[config.mk]
export PLATFORM = sky130hd
export DESIGN_NAME = raifes_qspi_sram_ctrl
export DESIGN_NICKNAME = d
export VERILOG_FILES = /design/src/rtl/raifes_qspi_sram_ctrl.sv
export SDC_FILE = /design/constraint.sdc
export NUM_CORES = 1
export LEC_CHECK = 0
export ABC_AREA = 1
export BUFFER_PORTS_ARGS = -buffer_cell sky130_fd_sc_hd__buf_2
export CAP_MARGIN = 20
export CORE_AREA = 5 5 115 107
export DETAILED_ROUTE_END_ITERATION = 6
export DIE_AREA = 0 0 120 112
export GPL_TIMING_DRIVEN = 0
export PLACE_DENSITY = 0.78
export SYNTH_ARGS = -nofsm -noshare
export SYNTH_HDL_FRONTEND = slang
export SYNTH_SLANG_ARGS = --single-unit
[constraint.sdc]
create_clock -name clk -period 2.7 [get_ports clk]
set_clock_uncertainty 0.2 [all_clocks]
set_input_delay 0.27 -clock clk [delete_from_list [all_inputs] [get_ports clk]]
set_output_delay 0.27 -clock clk [all_outputs]
set_load 0.05 [all_outputs]
[src/rtl/raifes_qspi_sram_ctrl.sv]
// Quad-SPI (SQI) serial SRAM sequencer: one 1/2/4-byte read or write per request.
// Define RAIFES_QSPI_INIT_EN to send RSTQIO + EQIO after reset before accepting requests.
module raifes_qspi_sram_ctrl #(
    parameter logic [7:0] CMD_READ      = 8'h03,
    parameter logic [7:0] CMD_WRITE     = 8'h02,
    parameter int         DUMMY_NIBBLES = 2
) (
    input  logic        clk,
    input  logic        reset,
    input  logic        req_valid,
    output logic        req_ready,
    input  logic        req_write,
    input  logic [23:0] req_addr,
    input  logic [1:0]  req_size,
    input  logic [31:0] req_wdata,
    output logic        rsp_valid,
    output logic [31:0] rsp_rdata,
    input  logic [3:0]  io_in,
    output logic [3:0]  io_out,
    output logic [3:0]  io_en,
    output logic        sck,
    output logic        ncs,
    output logic        nhsb
);
    typedef enum logic [2:0] {
        INIT_RST, INIT_EQIO, IDLE, CMD, ADDR, DUMMY, DATA, END
    } state_t;

    localparam logic [7:0] EQIO_CMD   = 8'h38;
    localparam logic [3:0] DUMMY_LAST = 4'(DUMMY_NIBBLES - 1);

    state_t      state_q, state_d, nxt_state;
    logic        phase_q, phase_d;
    logic [3:0]  cnt_q, cnt_d, last_cnt, data_last;
    logic        write_q, write_d;
    logic [1:0]  size_q, size_d;
    logic [23:0] addr_q, addr_d;
    logic [31:0] wdata_q, wdata_d;
    logic [31:0] rbuf_q, rbuf_d;
    logic [31:0] rsp_rdata_q, rsp_rdata_d;
    logic        rsp_valid_q, rsp_valid_d;
    logic [7:0]  cmd;
    logic [4:0]  pos;

    // Data nibble c sits in byte c/2, high nibble on even c.
    assign pos       = {cnt_q[2:1], ~cnt_q[0], 2'b00};
    assign cmd       = write_q ? CMD_WRITE : CMD_READ;
    assign req_ready = (state_q == IDLE);
    assign rsp_valid = rsp_valid_q;
    assign rsp_rdata = rsp_rdata_q;
    assign nhsb      = 1'b1;

    always_comb begin
        case (size_q)
            2'd0:    data_last = 4'd1;
            2'd1:    data_last = 4'd3;
            default: data_last = 4'd7;
        endcase
    end

    always_comb begin
        state_d     = state_q;
        phase_d     = phase_q;
        cnt_d       = cnt_q;
        write_d     = write_q;
        size_d      = size_q;
        addr_d      = addr_q;
        wdata_d     = wdata_q;
        rbuf_d      = rbuf_q;
        rsp_rdata_d = rsp_rdata_q;
        rsp_valid_d = 1'b0;
        nxt_state   = IDLE;
        last_cnt    = 4'd0;
        ncs         = 1'b1;
        sck         = 1'b0;
        io_out      = 4'h0;
        io_en       = 4'h0;

        case (state_q)
            IDLE: begin
                if (req_valid) begin
                    state_d = CMD;
                    phase_d = 1'b0;
                    cnt_d   = 4'd0;
                    write_d = req_write;
                    size_d  = req_size;
                    addr_d  = req_addr;
                    wdata_d = req_wdata;
                    rbuf_d  = 32'h0;
                end
            end
            CMD: begin
                ncs       = 1'b0;
                sck       = phase_q;
                io_en     = 4'hF;
                io_out    = cnt_q[0] ? cmd[3:0] : cmd[7:4];
                last_cnt  = 4'd1;
                nxt_state = ADDR;
            end
            ADDR: begin
                ncs   = 1'b0;
                sck   = phase_q;
                io_en = 4'hF;
                case (cnt_q)
                    4'd0:    io_out = addr_q[23:20];
                    4'd1:    io_out = addr_q[19:16];
                    4'd2:    io_out = addr_q[15:12];
                    4'd3:    io_out = addr_q[11:8];
                    4'd4:    io_out = addr_q[7:4];
                    default: io_out = addr_q[3:0];
                endcase
                last_cnt  = 4'd5;
                nxt_state = (write_q || DUMMY_NIBBLES == 0) ? DATA : DUMMY;
            end
            DUMMY: begin
                ncs       = 1'b0;
                sck       = phase_q;
                last_cnt  = DUMMY_LAST;
                nxt_state = DATA;
            end
            DATA: begin
                ncs       = 1'b0;
                sck       = phase_q;
                last_cnt  = data_last;
                nxt_state = END;
                if (write_q) begin
                    io_en  = 4'hF;
                    io_out = wdata_q[pos +: 4];
                end else if (phase_q) begin
                    rbuf_d[pos +: 4] = io_in;
                end
                if (phase_q && cnt_q == data_last) begin
                    rsp_valid_d = 1'b1;
                    if (!write_q) rsp_rdata_d = rbuf_d;
                end
            end
            END: begin
                last_cnt  = 4'd0;
                nxt_state = IDLE;
            end
`ifdef RAIFES_QSPI_INIT_EN
            // Slot 0 and 3 deselect; slots 1-2 carry RSTQIO as two quad nibbles.
            INIT_RST: begin
                if (cnt_q == 4'd1 || cnt_q == 4'd2) begin
                    ncs    = 1'b0;
                    sck    = phase_q;
                    io_en  = 4'hF;
                    io_out = 4'hF;
                end
                last_cnt  = 4'd3;
                nxt_state = INIT_EQIO;
            end
            // Slots 0-7 shift EQIO out on IO0; slot 8 is the trailing deselect.
            INIT_EQIO: begin
                if (cnt_q < 4'd8) begin
                    ncs    = 1'b0;
                    sck    = phase_q;
                    io_en  = 4'b0001;
                    io_out = {3'b000, EQIO_CMD[3'd7 - cnt_q[2:0]]};
                end
                last_cnt  = 4'd8;
                nxt_state = IDLE;
            end
`endif
            default: state_d = IDLE;
        endcase

        if (state_q != IDLE) begin
            phase_d = ~phase_q;
            if (phase_q) begin
                if (cnt_q == last_cnt) begin
                    state_d = nxt_state;
                    cnt_d   = 4'd0;
                end else begin
                    cnt_d = cnt_q + 4'd1;
                end
            end
        end
    end

    always_ff @(posedge clk) begin
        if (reset) begin
`ifdef RAIFES_QSPI_INIT_EN
            state_q <= INIT_RST;
`else
            state_q <= IDLE;
`endif
            phase_q     <= 1'b0;
            cnt_q       <= 4'd0;
            write_q     <= 1'b0;
            size_q      <= 2'd0;
            addr_q      <= 24'h0;
            wdata_q     <= 32'h0;
            rbuf_q      <= 32'h0;
            rsp_rdata_q <= 32'h0;
            rsp_valid_q <= 1'b0;
        end else begin
            state_q     <= state_d;
            phase_q     <= phase_d;
            cnt_q       <= cnt_d;
            write_q     <= write_d;
            size_q      <= size_d;
            addr_q      <= addr_d;
            wdata_q     <= wdata_d;
            rbuf_q      <= rbuf_d;
            rsp_rdata_q <= rsp_rdata_d;
            rsp_valid_q <= rsp_valid_d;
        end
    end
endmodule

==> metrics.log, run 1 <==
INFO  metric ys_warn_count = 0
INFO  metric outcome = complete, but fails checks
INFO  metric fmax = 0.370 GHz
INFO  metric top_level_ports = 111
INFO  metric grt_pass1_wl = 29800 um
INFO  metric grt_overflow_total = 0
INFO  metric clock_insertion_delay_worst_skew = 0.42 ns
INFO  metric ys_top_cells_by_area = sky130_fd_sc_hd__dfxtp_1, sky130_fd_sc_hd__o21ai_0, sky130_fd_sc_hd__nor2_1, sky130_fd_sc_hd__a21oi_1, sky130_fd_sc_hd__nand2_1
INFO  metric grt_max_degree = 17
INFO  metric clock-root-buffer = sky130_fd_sc_hd__clkbuf_16
INFO  metric floorplan.initialDensity = 53.1%
INFO  metric ir_worst_vdd = 0.000400 V
INFO  metric firstDrtPassIters = 6
INFO  metric r2r_start = cnt_q[1]
INFO  metric required = 2.23 ns
INFO  metric remaining_antenna_violation_count_after_routing = 0
INFO  metric post-route-drc-count = 0
INFO  metric wl = 18600 um
INFO  metric fraction_of_synthesized_cell_area_taken_by_the_top_area_cell_type = 45.0%
INFO  metric netlist_area_before_placement = 5880 sq um
INFO  metric ys_ff_latch = 132
INFO  metric antennaDiodeCount = 0
INFO  metric area_growth_syn_to_layout = 37.8%
INFO  metric critPathCaptureType = output pin
INFO  metric finalWeightedCongestion = 0.903
INFO  metric period_minus_slack = 2.71 ns
INFO  metric cts_tree = done
INFO  metric port-buffer-count = 109
INFO  metric synthesis.instances = 806
INFO  metric synthDistinctLibCells = 37
INFO  metric clock_sinks = 132
INFO  metric avgSynthCellArea = 7.29 sq um
INFO  metric min_from = io_in[1]
INFO  metric place_hpwl = 12000 um
INFO  metric grt_use_total = 27.5%
INFO  metric worst-setup-path-type = reg -> out
INFO  metric finalNetCount = 1083
INFO  metric path_clk_slew = 0.06 ns
INFO  metric cts-htree-levels = 4
INFO  metric timing.final.ws_setup = -0.00563 ns
INFO  metric crit_path_max_fanout = 10
INFO  metric finalCritPeriodShare = 100%
INFO  metric first_iteration_detailed_routing_drc_count = 643
INFO  metric antenna_found_initial = 0
INFO  metric finalHoldViolations = 0
INFO  metric cap_viol_max_count = 0
INFO  metric rr_worst_depth = 10
INFO  metric power.total = 4.88 mW
INFO  metric layout_commonest_cell = sky130_fd_sc_hd__nor2_1
INFO  metric total_leakage_power = 3.43 nW
INFO  metric numCtsBuffers = 17
INFO  metric headroom_to_the_max_slew_limit = 59.1%
INFO  metric worst_r2r_endpoint = rbuf_q[18]
INFO  metric die_area = 13400 sq um
INFO  metric final_layout_size_suffix_gt1_share = 22.3%
INFO  metric synth_net_count = 878
INFO  metric ctsLongestPathBuffers = 2
INFO  metric hold_path_class = in -> reg
INFO  metric grt_pass1_vias = 6188
INFO  metric core_area = 11100 sq um
INFO  metric violations_in_the_final_reports = negative setup slack
INFO  metric fp.dieW = 120 um
INFO  metric most-common-layout-cells = sky130_fd_sc_hd__nor2_1, sky130_fd_sc_hd__dfxtp_1, sky130_fd_sc_hd__o21ai_0
INFO  metric tns = -0.00563 ns
INFO  metric timing_max_transition_violations_final = 0
INFO  metric rsz_0062_raised_after_global_routing = yes
INFO  metric synth_top_area_cell = sky130_fd_sc_hd__dfxtp_1
INFO  metric power-per-cell-area = 603 nW/um^2
INFO  metric detail_route.wl_per_cell = 16.0 um
INFO  metric setup.worst_path.start_class = register
INFO  metric floorplan.rows = 37
INFO  metric worstHoldPathCells = 3
INFO  metric hold-path-endpoint = rbuf_q[1]
INFO  metric synth_sequential_area_ratio = 45.0%
INFO  metric hold-worst-slack = 0.0185 ns
INFO  metric avgViaCountPerCell = 5.62
INFO  metric worst_pin_slew = 0.613 ns
INFO  metric finalSetupViolations = 1
INFO  metric floorplan.die.height = 112 um
INFO  metric timing.reg2reg.setup_slack = 0.12 ns
INFO  metric via_count = 6520
INFO  metric cp_data_arrival_time = 2.24 ns
-- synth_stat cells --
library cell and n:
sky130_fd_sc_hd__nor4_1 1, sky130_fd_sc_hd__o21ai_1 15, sky130_fd_sc_hd__a211oi_1 1, sky130_fd_sc_hd__nor2_4 2
sky130_fd_sc_hd__o32ai_1 6, sky130_fd_sc_hd__nand3_1 49, sky130_fd_sc_hd__nand3_2 3, sky130_fd_sc_hd__nand2_2 3
sky130_fd_sc_hd__nor2_1 159, sky130_fd_sc_hd__o31ai_1 5, sky130_fd_sc_hd__buf_4 5, sky130_fd_sc_hd__conb_1 1
sky130_fd_sc_hd__o21ai_0 122, sky130_fd_sc_hd__nor3_1 4, sky130_fd_sc_hd__buf_1 2, sky130_fd_sc_hd__inv_1 48
sky130_fd_sc_hd__nor2_2 4, sky130_fd_sc_hd__buf_6 3, sky130_fd_sc_hd__nand4_1 10, sky130_fd_sc_hd__clkinv_1 2
sky130_fd_sc_hd__o2111ai_1 3, sky130_fd_sc_hd__o221ai_1 2, sky130_fd_sc_hd__o22ai_1 11, sky130_fd_sc_hd__o31ai_2 1
sky130_fd_sc_hd__nor3_4 2, sky130_fd_sc_hd__o211ai_1 4, sky130_fd_sc_hd__clkbuf_1 30, sky130_fd_sc_hd__inv_2 5
sky130_fd_sc_hd__nand2_1 82, sky130_fd_sc_hd__mux2i_1 5, sky130_fd_sc_hd__buf_2 11, sky130_fd_sc_hd__o211a_1 1
sky130_fd_sc_hd__dfxtp_1 132, sky130_fd_sc_hd__a21oi_1 64, sky130_fd_sc_hd__nand3b_1 1, sky130_fd_sc_hd__xor2_1 1
sky130_fd_sc_hd__ha_1 6
-- cell families after synthesis --
group	after synthesis	share of synthesized area (%)
compound gates	235	21.6
xor+xnor	1	0.149
fa+ha+maj	6	1.28
buf+inv	106	7.71
flops	132	45.0
mux	5	0.852
other cells	1	0.0638
simple gates	320	23.4
-- cell type report --
class                   instances  area [sq um]
clock inverters                12           131
multi-input cells             568          2900
repair buffers                188          1320
fillers                       853          2970
flip-flops and latches        132          2650
clock buffers                  20           457
plain buffers                  49           254
well taps                     136           170
inverters                      55           218
-- power by group --
| group | internal [mW] | switching (mW) | leakage [nW] |
|---|---|---|---|
| Clock | 1.40 | 0.865 | 0.278 |
| Sequential | 2.04 | 0.0484 | 1.08 |
| Combinational | 0.200 | 0.326 | 2.08 |
-- through the flow --
| stage | instances | util, % | setup WS, ns | cell area, sq um |
|---|---|---|---|---|
| floorplan | 806 | - | 0.0956 | 5880 |
| global placement | 1051 | 59.6 | -0.505 | 6590 |
| detailed placement | 1051 | 59.6 | -0.473 | 6590 |
| CTS | 1155 | 72.4 | 0.00277 | 8010 |
| global route | 1160 | 73.2 | -0.0515 | 8100 |
| finish | 1160 | 73.2 | -0.00563 | 8100 |
-- registers in the layout, indices dropped and copies added (netlist names) --
signal and flops:
rbuf_q 32, rsp_rdata 32, wdata_q 32, addr_q 24
cnt_q 4, state_q 3, size_q 2, phase_q 1
rsp_valid 1, write_q 1
-- per-layer routing --
metal	wire length (um)	global-route usage, %
met3	1600	6.50
met1	8150	36.6
met4	509	10.0
met5	0	0
met2	8360	43.6
-- what timing repair did --
item                                   in CTS  in global routing
buffers inserted                           16                  6
setup endpoints to repair                  67                 29
pin swaps                                   9                 10
hold buffers                               57                  0
resized for setup                          32                 26
endpoints found under the hold margin      57                  0
-- worst max-delay path, cell delays in order (launching register included) --
cell,delay (ns)
sky130_fd_sc_hd__dfxtp_2,0.35
sky130_fd_sc_hd__buf_6,0.14
sky130_fd_sc_hd__buf_4,0.14
sky130_fd_sc_hd__buf_2,0.25
sky130_fd_sc_hd__o21ai_0,0.14
sky130_fd_sc_hd__o221ai_1,0.22
sky130_fd_sc_hd__o211ai_1,0.17
sky130_fd_sc_hd__nand3_1,0.16
sky130_fd_sc_hd__clkbuf_4,0.25
-- worst max-delay path by stage --
| stage | start | slack, ns | depth (start not counted) | endpoint |
|---|---|---|---|---|
| 2_1_floorplan | cnt_q[0] | 0.1 | 9 | io_out[1] |
| 5_1_grt | cnt_q[0] | -0.05 | 8 | io_out[0] |
| 4_1_cts | cnt_q[0] | 0.003 | 10 | io_out[2] |
| 3_3_place_gp | cnt_q[0] | -0.50 | 10 | io_out[1] |
| 6_report | cnt_q[0] | -0.006 | 8 | io_out[0] |
| 3_5_place_dp | cnt_q[0] | -0.47 | 10 | io_out[1] |
No activity file was read; power rests on OpenSTA's default activity.
==> run 2: changes to the inputs <==
Settings changed: ABC_AREA 1 to not set, CORE_AREA 5 5 115 107 to 5 5 114 105, DIE_AREA 0 0 120 112 to 0 0 119 110.
==> run 2 against run 1 <==
  * The run still ends with negative setup slack left
  * Sequential share of layout area increased by 0.38 points
  * Area after synthesis decreased by 2.9%
  * Critical path depth increased by 3
  * Non-clock buffer count decreased by 4
  * Total power increased by 0.99%
  * Global-route usage decreased by 0.74 points
  * Worst hold slack improved by 0.084 ns
  * Via count decreased by 16%
  * Clock-buffer cell count increased by 3
  * Wire length decreased by 4.8%
  * Sequential power about the same
  * Critical path type unchanged
==> metrics.log, run 2 <==
INFO  metric outcome = complete, but fails checks (unchanged)
INFO  metric violations_in_the_final_reports = negative setup slack (unchanged)
INFO  metric antenna_found_initial = 0 (unchanged)
INFO  metric grt_use_total = 26.8% (was 27.5%)
INFO  metric floorplan.die.height = 110 um (was 112 um)
INFO  metric area_growth_syn_to_layout = 40.4% (was 37.8%)
INFO  metric via_count = 5468 (was 6520)
INFO  metric layout.cell_area.non_filler = 8010 sq um (was 8100 sq um)
INFO  metric finalHoldViolations = 0 (unchanged)
INFO  metric setup.worst_path.start_class = register (unchanged)
INFO  metric floorplan.rows = 36 (was 37)
INFO  metric clock_insertion_delay_worst_skew = 0.42 ns (about the same)
INFO  metric port-buffer-count = 109 (unchanged)
INFO  metric cp_data_arrival_time = 2.46 ns (was 2.24 ns)
INFO  metric worst_pin_slew = 0.732 ns (was 0.613 ns)
INFO  metric core_area = 10600 sq um (was 11100 sq um)
INFO  metric rsz_0062_raised_after_global_routing = yes (unchanged)
INFO  metric worst_r2r_endpoint = rbuf_q[24] (was rbuf_q[18])
INFO  metric final.fill_count = 672 (was 853)
INFO  metric worstHoldPathCells = 4 (was 3)
INFO  metric antennaDiodeCount = 0 (unchanged)
INFO  metric fp.dieW = 119 um (was 120 um)
INFO  metric fmax = 0.342 GHz (was 0.370 GHz)
INFO  metric firstDrtPassIters = 7 (was 6)
INFO  metric first_iteration_detailed_routing_drc_count = 501 (was 643)
INFO  metric period_minus_slack = 2.93 ns (was 2.71 ns)
INFO  metric worst-setup-path-type = reg -> out (unchanged)
INFO  metric hold-worst-slack = 0.103 ns (was 0.0185 ns)
INFO  metric post-synth-top-count-cell = sky130_fd_sc_hd__dfxtp_1 (was sky130_fd_sc_hd__nor2_1)
INFO  metric async_reset_ff_share = 0% (unchanged)
INFO  metric hold_path_class = in -> reg (unchanged)
INFO  metric layout_commonest_cell = sky130_fd_sc_hd__dfxtp_1 (was sky130_fd_sc_hd__nor2_1)
INFO  metric detail_route.wl_per_cell = 19.5 um (was 16.0 um)
INFO  metric numCtsBuffers = 17 (unchanged)
INFO  metric total_leakage_power = 3.19 nW (was 3.43 nW)
INFO  metric synthesis.instances = 558 (was 806)
INFO  metric avgSynthCellArea = 10.2 sq um (was 7.29 sq um)
INFO  metric fraction_of_synthesized_cell_area_taken_by_the_top_area_cell_type = 46.3% (was 45.0%)
INFO  metric rr_worst_depth = 8 (was 10)
INFO  metric worst_setup_path_endpoint = io_out[1] (was io_out[0])
INFO  metric finalSetupViolations = 4 (was 1)
INFO  metric grt_pass1_wl = 27700 um (was 29800 um)
INFO  metric power-per-cell-area = 615 nW/um^2 (was 603 nW/um^2)
INFO  metric synthFlopType = sky130_fd_sc_hd__dfxtp_1 (unchanged)
INFO  metric ctsLongestPathBuffers = 2 (unchanged)
INFO  metric floorplan.initialDensity = 53.7% (was 53.1%)
INFO  metric placed_area = 6460 sq um (was 6590 sq um)
INFO  metric synthDistinctLibCells = 60 (was 37)
INFO  metric synth_sequential_area_ratio = 46.3% (was 45.0%)
INFO  metric timing.final.ws_setup = -0.228 ns (was -0.00563 ns)
INFO  metric netlist_area_before_placement = 5710 sq um (was 5880 sq um)
INFO  metric final_layout_size_suffix_gt1_share = 30.5% (was 22.3%)
INFO  metric grt_overflow_total = 0 (unchanged)
INFO  metric ys_ff_latch = 132 (unchanged)
INFO  metric synth_top_area_cell = sky130_fd_sc_hd__dfxtp_1 (unchanged)
INFO  metric path_clk_slew = 0.06 ns (about the same)
INFO  metric ys_top_cells_by_area = sky130_fd_sc_hd__dfxtp_1, sky130_fd_sc_hd__a22o_1, sky130_fd_sc_hd__a211oi_2, sky130_fd_sc_hd__mux2i_1, sky130_fd_sc_hd__nor2_1 (was sky130_fd_sc_hd__dfxtp_1, sky130_fd_sc_hd__o21ai_0, sky130_fd_sc_hd__nor2_1, sky130_fd_sc_hd__a21oi_1, sky130_fd_sc_hd__nand2_1)
INFO  metric timing_max_transition_violations_final = 0 (unchanged)
INFO  metric cts_tree = done (unchanged)
INFO  metric headroom_to_the_max_slew_limit = 50.9% (was 59.1%)
INFO  metric synth_net_count = 630 (was 878)
INFO  metric clock-root-buffer = sky130_fd_sc_hd__clkbuf_16 (unchanged)
INFO  metric post-route-drc-count = 0 (unchanged)
INFO  metric most-common-layout-cells = sky130_fd_sc_hd__dfxtp_1, sky130_fd_sc_hd__buf_2, sky130_fd_sc_hd__a22o_1 (was sky130_fd_sc_hd__nor2_1, sky130_fd_sc_hd__dfxtp_1, sky130_fd_sc_hd__o21ai_0)
INFO  metric crit_path_max_fanout = 5 (was 10)
INFO  metric synth_enable_flop_cells = 0 (unchanged)
INFO  metric place_hpwl = 11200 um (was 12000 um)
INFO  metric finalCritPeriodShare = 108% (was 100%)
INFO  metric wl = 17700 um (was 18600 um)
INFO  metric synth.top_cells.by_count = sky130_fd_sc_hd__dfxtp_1, sky130_fd_sc_hd__a22o_1, sky130_fd_sc_hd__nor2_1, sky130_fd_sc_hd__clkbuf_1, sky130_fd_sc_hd__mux2i_1 (was sky130_fd_sc_hd__nor2_1, sky130_fd_sc_hd__dfxtp_1, sky130_fd_sc_hd__o21ai_0, sky130_fd_sc_hd__nand2_1, sky130_fd_sc_hd__a21oi_1)
INFO  metric cts-htree-levels = 4 (unchanged)
INFO  metric finalWeightedCongestion = 0.904 (was 0.903)
INFO  metric grt_max_degree = 17 (unchanged)
INFO  metric avgViaCountPerCell = 6.02 (was 5.62)
INFO  metric ir_worst_vdd = 0.000412 V (was 0.000400 V)
INFO  metric r2r_start = cnt_q[2] (was cnt_q[1])
INFO  metric clock_sinks = 132 (unchanged)
INFO  metric remaining_antenna_violation_count_after_routing = 0 (unchanged)
INFO  metric finalNetCount = 837 (was 1083)
INFO  metric required = 2.23 ns (about the same)
INFO  metric die_area = 13100 sq um (was 13400 sq um)
INFO  metric crit_path_from = cnt_q[1] (was cnt_q[0])
INFO  metric timing.reg2reg.setup_slack = 0 ns (was 0.12 ns)
INFO  metric ys_warn_count = 0 (unchanged)
INFO  metric cap_viol_max_count = 0 (unchanged)
INFO  metric critPathCaptureType = output pin (unchanged)
INFO  metric top_level_ports = 111 (unchanged)
INFO  metric grt_pass1_vias = 5512 (was 6188)
## run 2: cell types whose count changed in the layout (fill, tap and decap cells not counted), sizes merged, moves of 44 or more
cell and change:
inv -44, nor2 -121, a22o +75, o21ai -117
a21oi -48, nand2 -67
## run 2: area by class of cell
type	count	area [sq um]	area share (%)
buffer	42	275	3.44
clock buffer	23	468	5.84
clock inverter	6	80.1	1.00
inverter	11	50.0	0.625
multi-input combinational	370	2970	37.0
sequential	132	2650	33.1
tap	133	166	2.08
timing repair buffer	191	1350	16.9
## run 2: stage by stage
| stage | std cells | setup slack [ns] | power, mW | TNS (ns) | util [%] |
|---|---|---|---|---|---|
| 5_1_grt | 908 | -0.329 | 5.09 | -1.86 | 75.4 |
| 4_1_cts | 903 | -0.173 | 4.91 | -0.498 | 74.4 |
| 6_report | 908 | -0.228 | 4.93 | -0.634 | 75.4 |
| 2_1_floorplan | 558 | -0.0781 | 2.50 | -0.0781 | - |
| 3_5_place_dp | 800 | -0.622 | 2.67 | -20.25 | 60.8 |
| 3_3_place_gp | 800 | -0.566 | 2.65 | -16.33 | 60.8 |
## run 2: power breakdown
| part | switching [mW] | internal [mW] | leakage (nW) |
|---|---|---|---|
| Sequential | 0.0596 | 2.04 | 1.07 |
| Combinational | 0.371 | 0.284 | 1.85 |
| Clock | 0.792 | 1.38 | 0.273 |
## run 2: what timing repair did
| item | in CTS | in global routing |
|---|---|---|
| endpoints found under the setup margin | 64 | 116 |
| hold buffers | 63 | 0 |
| resized for setup | 40 | 16 |
| gates cloned | 1 | 0 |
| pin swaps | 7 | 8 |
| endpoints found under the hold margin | 63 | 0 |
| setup buffers | 12 | 6 |
## run 2: worst max-delay path, cell delays in order (launching register included)
cell and delay (ns):
sky130_fd_sc_hd__dfxtp_4 0.35, sky130_fd_sc_hd__buf_6 0.10, sky130_fd_sc_hd__buf_8 0.10, sky130_fd_sc_hd__clkinvlp_4 0.12
sky130_fd_sc_hd__ha_4 0.19, sky130_fd_sc_hd__clkbuf_16 0.16, sky130_fd_sc_hd__a22oi_2 0.11, sky130_fd_sc_hd__a21oi_1 0.10
sky130_fd_sc_hd__a31oi_1 0.19, sky130_fd_sc_hd__o31ai_1 0.11, sky130_fd_sc_hd__a311o_2 0.34, sky130_fd_sc_hd__buf_8 0.16
## run 2: kinds of logic (layout without fill, tap and decap cells)
logic type	Yosys count	in the layout	synth area share [%]
muxes	32	32	6.93
other	1	1	0.0657
AOI/OAI and AO/OA	187	187	27.5
xor gates and xnor gates	1	1	0.154
DFF	132	132	46.3
adders and majority gates	6	6	1.32
and+or+nand+nor	143	143	13.0
buffers and inverters	56	273	4.63
## run 2: worst min-delay path by stage
stage,start,endpoint
after floorplan,io_in[0],rbuf_q[0]
after global placement,rbuf_q[7],rbuf_q[7]
after detailed placement,rbuf_q[6],rbuf_q[6]
after CTS,reset,rsp_valid
after global routing,reset,rsp_valid
final,reset,rsp_valid
## run 2: layer usage
metal | track usage, % | vias to the layer above | wire length (um)
li1 | - | 2507 | -
met1 | 33.2 | 2611 | 7290
met2 | 43.8 | 297 | 8370
met3 | 7.55 | 53 | 1500
met4 | 12.1 | 0 | 561
met5 | 0 | - | 0
